==> config.mk <==
export PLATFORM = sky130hd
export DESIGN_NAME = i2s_tx_frame_fifo_flat
export DESIGN_NICKNAME = d
export VERILOG_FILES = /design/src/rtl/i2s_tx_frame_fifo_if.sv /design/src/rtl/i2s_tx_frame_fifo.sv /design/src/flat_wrapper.sv
export SDC_FILE = /design/constraint.sdc
export NUM_CORES = 1
export LEC_CHECK = 0
export ABC_AREA = 1
export CAP_MARGIN = 20
export CORE_ASPECT_RATIO = 1.2
export CORE_MARGIN = 4
export CORE_UTILIZATION = 40
export DETAILED_ROUTE_END_ITERATION = 7
export PLACE_DENSITY = 0.6
export REMOVE_ABC_BUFFERS = 1
export SYNTH_ARGS = -nofsm -noshare
export SYNTH_HDL_FRONTEND = slang
export SYNTH_SLANG_ARGS = --single-unit
==> constraint.sdc <==
create_clock -name clk -period 5.49 [get_ports clk]
set_clock_uncertainty 0.15 [all_clocks]
set_input_delay 0.549 -clock clk [delete_from_list [all_inputs] [get_ports clk]]
set_output_delay 0.549 -clock clk [all_outputs]
set_load 0.05 [all_outputs]
==> src/rtl/i2s_tx_frame_fifo_if.sv <==
// i2s_tx_frame_fifo_if: frame stream in, sample request/response out for the I2S tx frame FIFO
interface i2s_tx_frame_fifo_if #(
  parameter int DW    = 24,
  parameter int DEPTH = 16
);
  logic                     s_valid;
  logic                     s_ready;
  logic [DW-1:0]            s_left;
  logic [DW-1:0]            s_right;
  logic                     rd_en;
  logic                     o_valid;
  logic [DW-1:0]            o_sample;
  logic [$clog2(DEPTH):0]   level;
  logic                     underrun;
  modport master (
    output s_valid, s_left, s_right, rd_en,
    input  s_ready, o_valid, o_sample, level, underrun
  );
  modport slave (
    input  s_valid, s_left, s_right, rd_en,
    output s_ready, o_valid, o_sample, level, underrun
  );
endinterface

==> src/rtl/i2s_tx_frame_fifo.sv <==
// i2s_tx_frame_fifo: stereo frame FIFO serving L then R samples, muting on underrun
// Optional underrun_count port enabled by I2S_TX_FIFO_UNDERRUN_CTR_EN
module i2s_tx_frame_fifo #(
  parameter int DW    = 24,
  parameter int DEPTH = 16
) (
  input  logic clk,
  input  logic rst,
  i2s_tx_frame_fifo_if.slave bus
`ifdef I2S_TX_FIFO_UNDERRUN_CTR_EN
  ,
  output logic [15:0] underrun_count
`endif
);
  localparam int AW = $clog2(DEPTH);
  localparam int LW = AW + 1;
  typedef enum logic [1:0] {PH_L, PH_R, PH_MUTE} ph_t;
  ph_t ph;
  logic [2*DW-1:0] mem [DEPTH];
  logic [AW-1:0] wp, rp;
  logic push, pop, empty;
  assign bus.s_ready = bus.level != LW'(DEPTH);
  assign push  = bus.s_valid && bus.s_ready;
  assign pop   = bus.rd_en && ph == PH_R;
  assign empty = bus.level == '0;
  always_ff @(posedge clk)
    if (push && !rst) mem[wp] <= {bus.s_left, bus.s_right};
  // A frame is popped only when its right sample is issued, so level covers PH_R.
  always_ff @(posedge clk) begin
    if (rst) begin
      wp           <= '0;
      rp           <= '0;
      ph           <= PH_L;
      bus.level    <= '0;
      bus.o_valid  <= 1'b0;
      bus.o_sample <= '0;
      bus.underrun <= 1'b0;
    end else begin
      bus.o_valid  <= bus.rd_en;
      bus.underrun <= bus.rd_en && ph == PH_L && empty;
      bus.level    <= bus.level + LW'(push) - LW'(pop);
      if (push) wp <= wp + AW'(1);
      if (pop) rp <= rp + AW'(1);
      if (bus.rd_en) begin
        case (ph)
          PH_L: begin
            bus.o_sample <= empty ? '0 : mem[rp][2*DW-1:DW];
            ph           <= empty ? PH_MUTE : PH_R;
          end
          PH_R: begin
            bus.o_sample <= mem[rp][DW-1:0];
            ph           <= PH_L;
          end
          default: begin
            bus.o_sample <= '0;
            ph           <= PH_L;
          end
        endcase
      end
    end
  end
`ifdef I2S_TX_FIFO_UNDERRUN_CTR_EN
  always_ff @(posedge clk)
    if (rst) underrun_count <= '0;
    else if (bus.underrun && underrun_count != 16'hFFFF) underrun_count <= underrun_count + 16'd1;
`endif
endmodule
==> src/flat_wrapper.sv <==
// flat-port wrapper written by rule: the top's interface ports become plain ports
module i2s_tx_frame_fifo_flat 
#(
  parameter int DW    = 24,
  parameter int DEPTH = 16
)
  (clk, rst, bus_s_valid, bus_s_left, bus_s_right, bus_rd_en, bus_s_ready, bus_o_valid, bus_o_sample, bus_level, bus_underrun);
  i2s_tx_frame_fifo_if #(.DW(DW), .DEPTH(DEPTH)) bus_i ();
  input  logic clk;
  input  logic rst;
  input wire logic [$bits(bus_i.s_valid)-1:0] bus_s_valid;
  input wire logic [$bits(bus_i.s_left)-1:0] bus_s_left;
  input wire logic [$bits(bus_i.s_right)-1:0] bus_s_right;
  input wire logic [$bits(bus_i.rd_en)-1:0] bus_rd_en;
  output wire logic [$bits(bus_i.s_ready)-1:0] bus_s_ready;
  output wire logic [$bits(bus_i.o_valid)-1:0] bus_o_valid;
  output wire logic [$bits(bus_i.o_sample)-1:0] bus_o_sample;
  output wire logic [$bits(bus_i.level)-1:0] bus_level;
  output wire logic [$bits(bus_i.underrun)-1:0] bus_underrun;
  assign bus_i.s_valid = bus_s_valid;
  assign bus_i.s_left = bus_s_left;
  assign bus_i.s_right = bus_s_right;
  assign bus_i.rd_en = bus_rd_en;
  assign bus_s_ready = bus_i.s_ready;
  assign bus_o_valid = bus_i.o_valid;
  assign bus_o_sample = bus_i.o_sample;
  assign bus_level = bus_i.level;
  assign bus_underrun = bus_i.underrun;
  i2s_tx_frame_fifo #(.DW(DW), .DEPTH(DEPTH)) u_core (.clk(clk), .rst(rst), .bus(bus_i));
endmodule
==> summary by stage <==
Outcome
The flow ran to the end, and the final reports show no timing, DRC or antenna violations.

Setup path
The kind of start point of the critical path is a flip-flop. The largest individual stage delay along the critical path comes from the cell sky130_fd_sc_hd__dfxtp_4. By instance count, the cell type seen most on the critical path is sky130_fd_sc_hd__nand2_1. The worst-path maximum fanout is 196. The maximum single-stage delay on the critical path is 690 ps.

The data arrival time of the critical path is 3620 ps. The critical path in this run is classified as flip-flop to flip-flop. The top cell family by delay on the critical path is buffers and inverters. The required time of the critical path is 5800 ps.

The buffer and inverter count on the worst path is 2. The signal on the critical path passes through clkinv_8 -> buf_12 -> nand2_1 -> nand3_1 -> nand3_1 -> nand2_1 -> nand2_1 -> nand2_1 -> nand2_1 -> nand2_1 -> nand2_1 -> a21oi_2. The category of the worst setup path capture point is a flip-flop.

Floorplan
The initial cell density of the core is 40.6%. The floorplan step set the die height to 328 um. The total I/O pin count is 84. The placeable core region is 83900 sq um.

The floorplan step defined a die boundary enclosing 89900 sq um. From left edge to right edge, the die measures 274 um. The floorplan has 116 rows.

Placement
The last weighted congestion value of the routability-driven placer is 0.744. Before CTS, the worst setup slack after placement is 2080 ps. In this run the tool buffered the top-level ports with 83 buffer cells. Detailed placement finished with a half-perimeter wire length of 43400 um.

CTS
The root buffer cell is sky130_fd_sc_hd__clkbuf_16. The post-CTS setup repair buffer count is 0. Post-CTS repair changed the size of 0 cells. The CTS tree is built.

The clock tree buffer depth is 3. The count of hold-fix buffers inserted at cts is 0. The source-to-sink clock delay at the later pin of the worst-skew pair is 620 ps. The sink count of the clock tree is 813. The H-tree depth reported by CTS is 3.

After clock tree synthesis, the clock-pin slew on the worst setup and hold paths is 60 ps. The total CTS buffers is 77.

STA
The transition time at the pin with the least slew margin is 1120 ps. The number of setup violations in the final report is 0. The final cycle utilization of the critical path is 60.3%. The clock period minus worst slack is 3310 ps. The number of slew-limit violations in the final report is 0. The hold violation total from the final report is 0. The relative max-transition margin is 25.3%. Setup repair after global routing left no endpoint under its margin. The setup slack of the critical path after layout is 2180 ps.

The summed negative setup slack over all endpoints is 0 ps. The upper clock frequency limit is 0.302 GHz.

Power
In this run the power density over the cells is 387 nW/um^2. The part of the total power dissipated in sequential elements is 47.9%. The internal power is 10600 uW. In this run the power spent charging and discharging nets is 4190 uW. Across the VDD grid, the largest voltage drop is 0.201 mV. The switching part of the total is 28.4%. The clock group share of total power is 35.0%. The part of the power in combinational logic is 17.1%. The leakage power summed over all cells is 0.0147 uW.

Logic synthesis
Summing the sequential cell areas from Yosys gives 70.4% of the chip area. For this run, the leading register cell type out of synthesis is sky130_fd_sc_hd__edfxtp_1. The fraction of synthesized cell area taken by the top area cell type is 67.7%. sky130_fd_sc_hd__nand2_1 is the most common cell in the netlist. By area the synthesized netlist is led by sky130_fd_sc_hd__edfxtp_1, sky130_fd_sc_hd__nand2_1, sky130_fd_sc_hd__nand3_1, sky130_fd_sc_hd__inv_1, sky130_fd_sc_hd__dfxtp_1. Counting distinct cell types in the post-synthesis netlist gives 28. Averaged over all synthesized cells, the footprint is 10.9 sq um. The gate count of the mapped netlist is 3116.

The share of async-settable or async-resettable flops after synthesis is 0%. The number of enable flip-flop cells after synthesis is 768. The count of warnings emitted by yosys is 0.

The count of state elements after synthesis is 813. In the synthesized netlist, the cells that appear most often are sky130_fd_sc_hd__nand2_1, sky130_fd_sc_hd__edfxtp_1, sky130_fd_sc_hd__nand3_1. Summed over all instances, the cell type with the most area after synthesis is sky130_fd_sc_hd__edfxtp_1.

The mapped netlist covers 34000 sq um.

Job
The number of maximum-capacitance constraint violations is 0.

Final layout
In the final layout, the share of cells above drive strength 1 is 6.18%. The area overhead of the layout relative to synthesis is 12.2%. The final layout net count is 3208. The area of the multi-input gates is 7950 sq um. Fill cells in the final layout number 7737. Summing all flip-flop and latch instances after layout gives 24000 sq um.

GRT
The overall fraction of global-route tracks in use is 19.0%. The via count of the first global-routing pass is 21.4k. The global-route wire length before repair is 131000 um. The pin count of the biggest net entering global routing is 197. The total overflow left after global routing is 0. The number of antenna violations at the first check in global routing is 4.

Drt
The initial DRC count is 1887. For this block, the routed nets add up to 86200 um of wire. For this run, the detailed router's first-pass iteration total came to 6.

The via density per instance is 5.04. For this block, the via count after detailed routing is 21.8k. After detailed routing, the number of remaining DRC violations is 0. The count of nets left with antenna violations once routing finished came out at 0. Dividing the detail-routed wire length by the instance count gives 19.9 um.

Min path
The worst hold path class is primary input to flip-flop.
-- placed cells by master (no fill, tap or decap), types with 2 or more instances in the layout --
cell type and instances:
sky130_fd_sc_hd__ha_1 11, sky130_fd_sc_hd__nor3_1 2, sky130_fd_sc_hd__buf_4 28, sky130_fd_sc_hd__xor2_1 2, sky130_fd_sc_hd__edfxtp_1 768, sky130_fd_sc_hd__buf_12 10
sky130_fd_sc_hd__nand3_1 583, sky130_fd_sc_hd__buf_2 2, sky130_fd_sc_hd__clkinvlp_4 4, sky130_fd_sc_hd__clkdlybuf4s50_1 81, sky130_fd_sc_hd__diode_2 3, sky130_fd_sc_hd__clkinv_8 2
sky130_fd_sc_hd__a21oi_2 22, sky130_fd_sc_hd__nor2_1 12, sky130_fd_sc_hd__a21oi_1 13, sky130_fd_sc_hd__inv_1 310, sky130_fd_sc_hd__bufinv_16 6, sky130_fd_sc_hd__clkbuf_16 78
sky130_fd_sc_hd__clkinv_2 16, sky130_fd_sc_hd__dfxtp_1 41, sky130_fd_sc_hd__inv_2 2, sky130_fd_sc_hd__nor2_4 17, sky130_fd_sc_hd__o21ai_0 9, sky130_fd_sc_hd__inv_6 5
sky130_fd_sc_hd__clkbuf_1 19, sky130_fd_sc_hd__clkinv_1 13, sky130_fd_sc_hd__nand2_1 1138, sky130_fd_sc_hd__dfxtp_4 4
-- power by group through the flow --
stage	combinational [uW]	sequential (uW)	clock [uW]
3_5_place_dp	2530	7210	0
2_1_floorplan	1430	7510	0
5_1_grt	2800	7090	5550
3_3_place_gp	2510	7210	0
4_1_cts	2540	7080	5270
6_report	2520	7070	5180
-- worst paths after layout --
path,to,slack (ps),cells after the start,from
hold / removal,u_core.wp[0],280,4,rst
setup / recovery,u_core.bus.o_sample[8],2180,12,flip-flop
setup reg to reg,u_core.bus.o_sample[8],2180,12,flip-flop
hold reg to reg,u_core.bus.o_sample[10],330,2,u_core.bus.o_sample[10]
-- cell families after synthesis --
family,count (synthesis),synth area share [%]
XOR/XNOR,2,0.0515
AO/OA/AOI/OAI,47,0.952
buffers and inverters,488,6.64
AND/OR/NAND/NOR,1754,21.5
flip-flops,813,70.4
adder cells (fa/ha/maj),12,0.463
-- layout make-up --
cell class | count | share of cell area, %
Clock inverter | 44 | 1.04
Antenna cell | 3 | 0.0197
Timing Repair Buffer | 121 | 3.22
Multi-Input combinational cell | 1815 | 20.8
Tap cell | 1121 | 3.67
Inverter | 316 | 3.16
Sequential cell | 813 | 62.8
Clock buffer | 97 | 5.30
-- tightest hold or removal path: cells and delay by family --
family	cells	cell delay, ps
compound gates	1	130
buf+inv	2	260
simple gates	1	50
-- through the flow --
stage	area (sq um)	std cells	total power, uW	hold slack (ps)	util (%)
2_1_floorplan	33000	2944	8940	314	-
3_3_place_gp	35800	4186	9720	316	42.6
3_5_place_dp	35800	4186	9740	322	42.6
4_1_cts	38200	4327	14900	230	45.5
5_1_grt	38200	4329	15400	294	45.5
6_report	38200	4330	14800	277	45.5
-- layer usage --
metal	GRT usage, %	up-vias	share of wire (%)
met3	2.18	143	5.0
met1	24.8	10700	42
met4	6.16	2	2.6
met2	33.2	569	50
li1	-	10400	-
met5	0	-	0.015
-- flip-flops by register name, summed over array words and instances (netlist names), named ones only --
| name | count |
|---|---|
| u_core.bus.level | 5 |
| u_core.bus.o_sample | 24 |
| u_core.bus.o_valid | 1 |
| u_core.bus.underrun | 1 |
| u_core.mem | 768 |
| u_core.ph | 2 |
| u_core.rp | 4 |
| u_core.wp | 4 |
No activity file was read; power rests on OpenSTA's default activity.
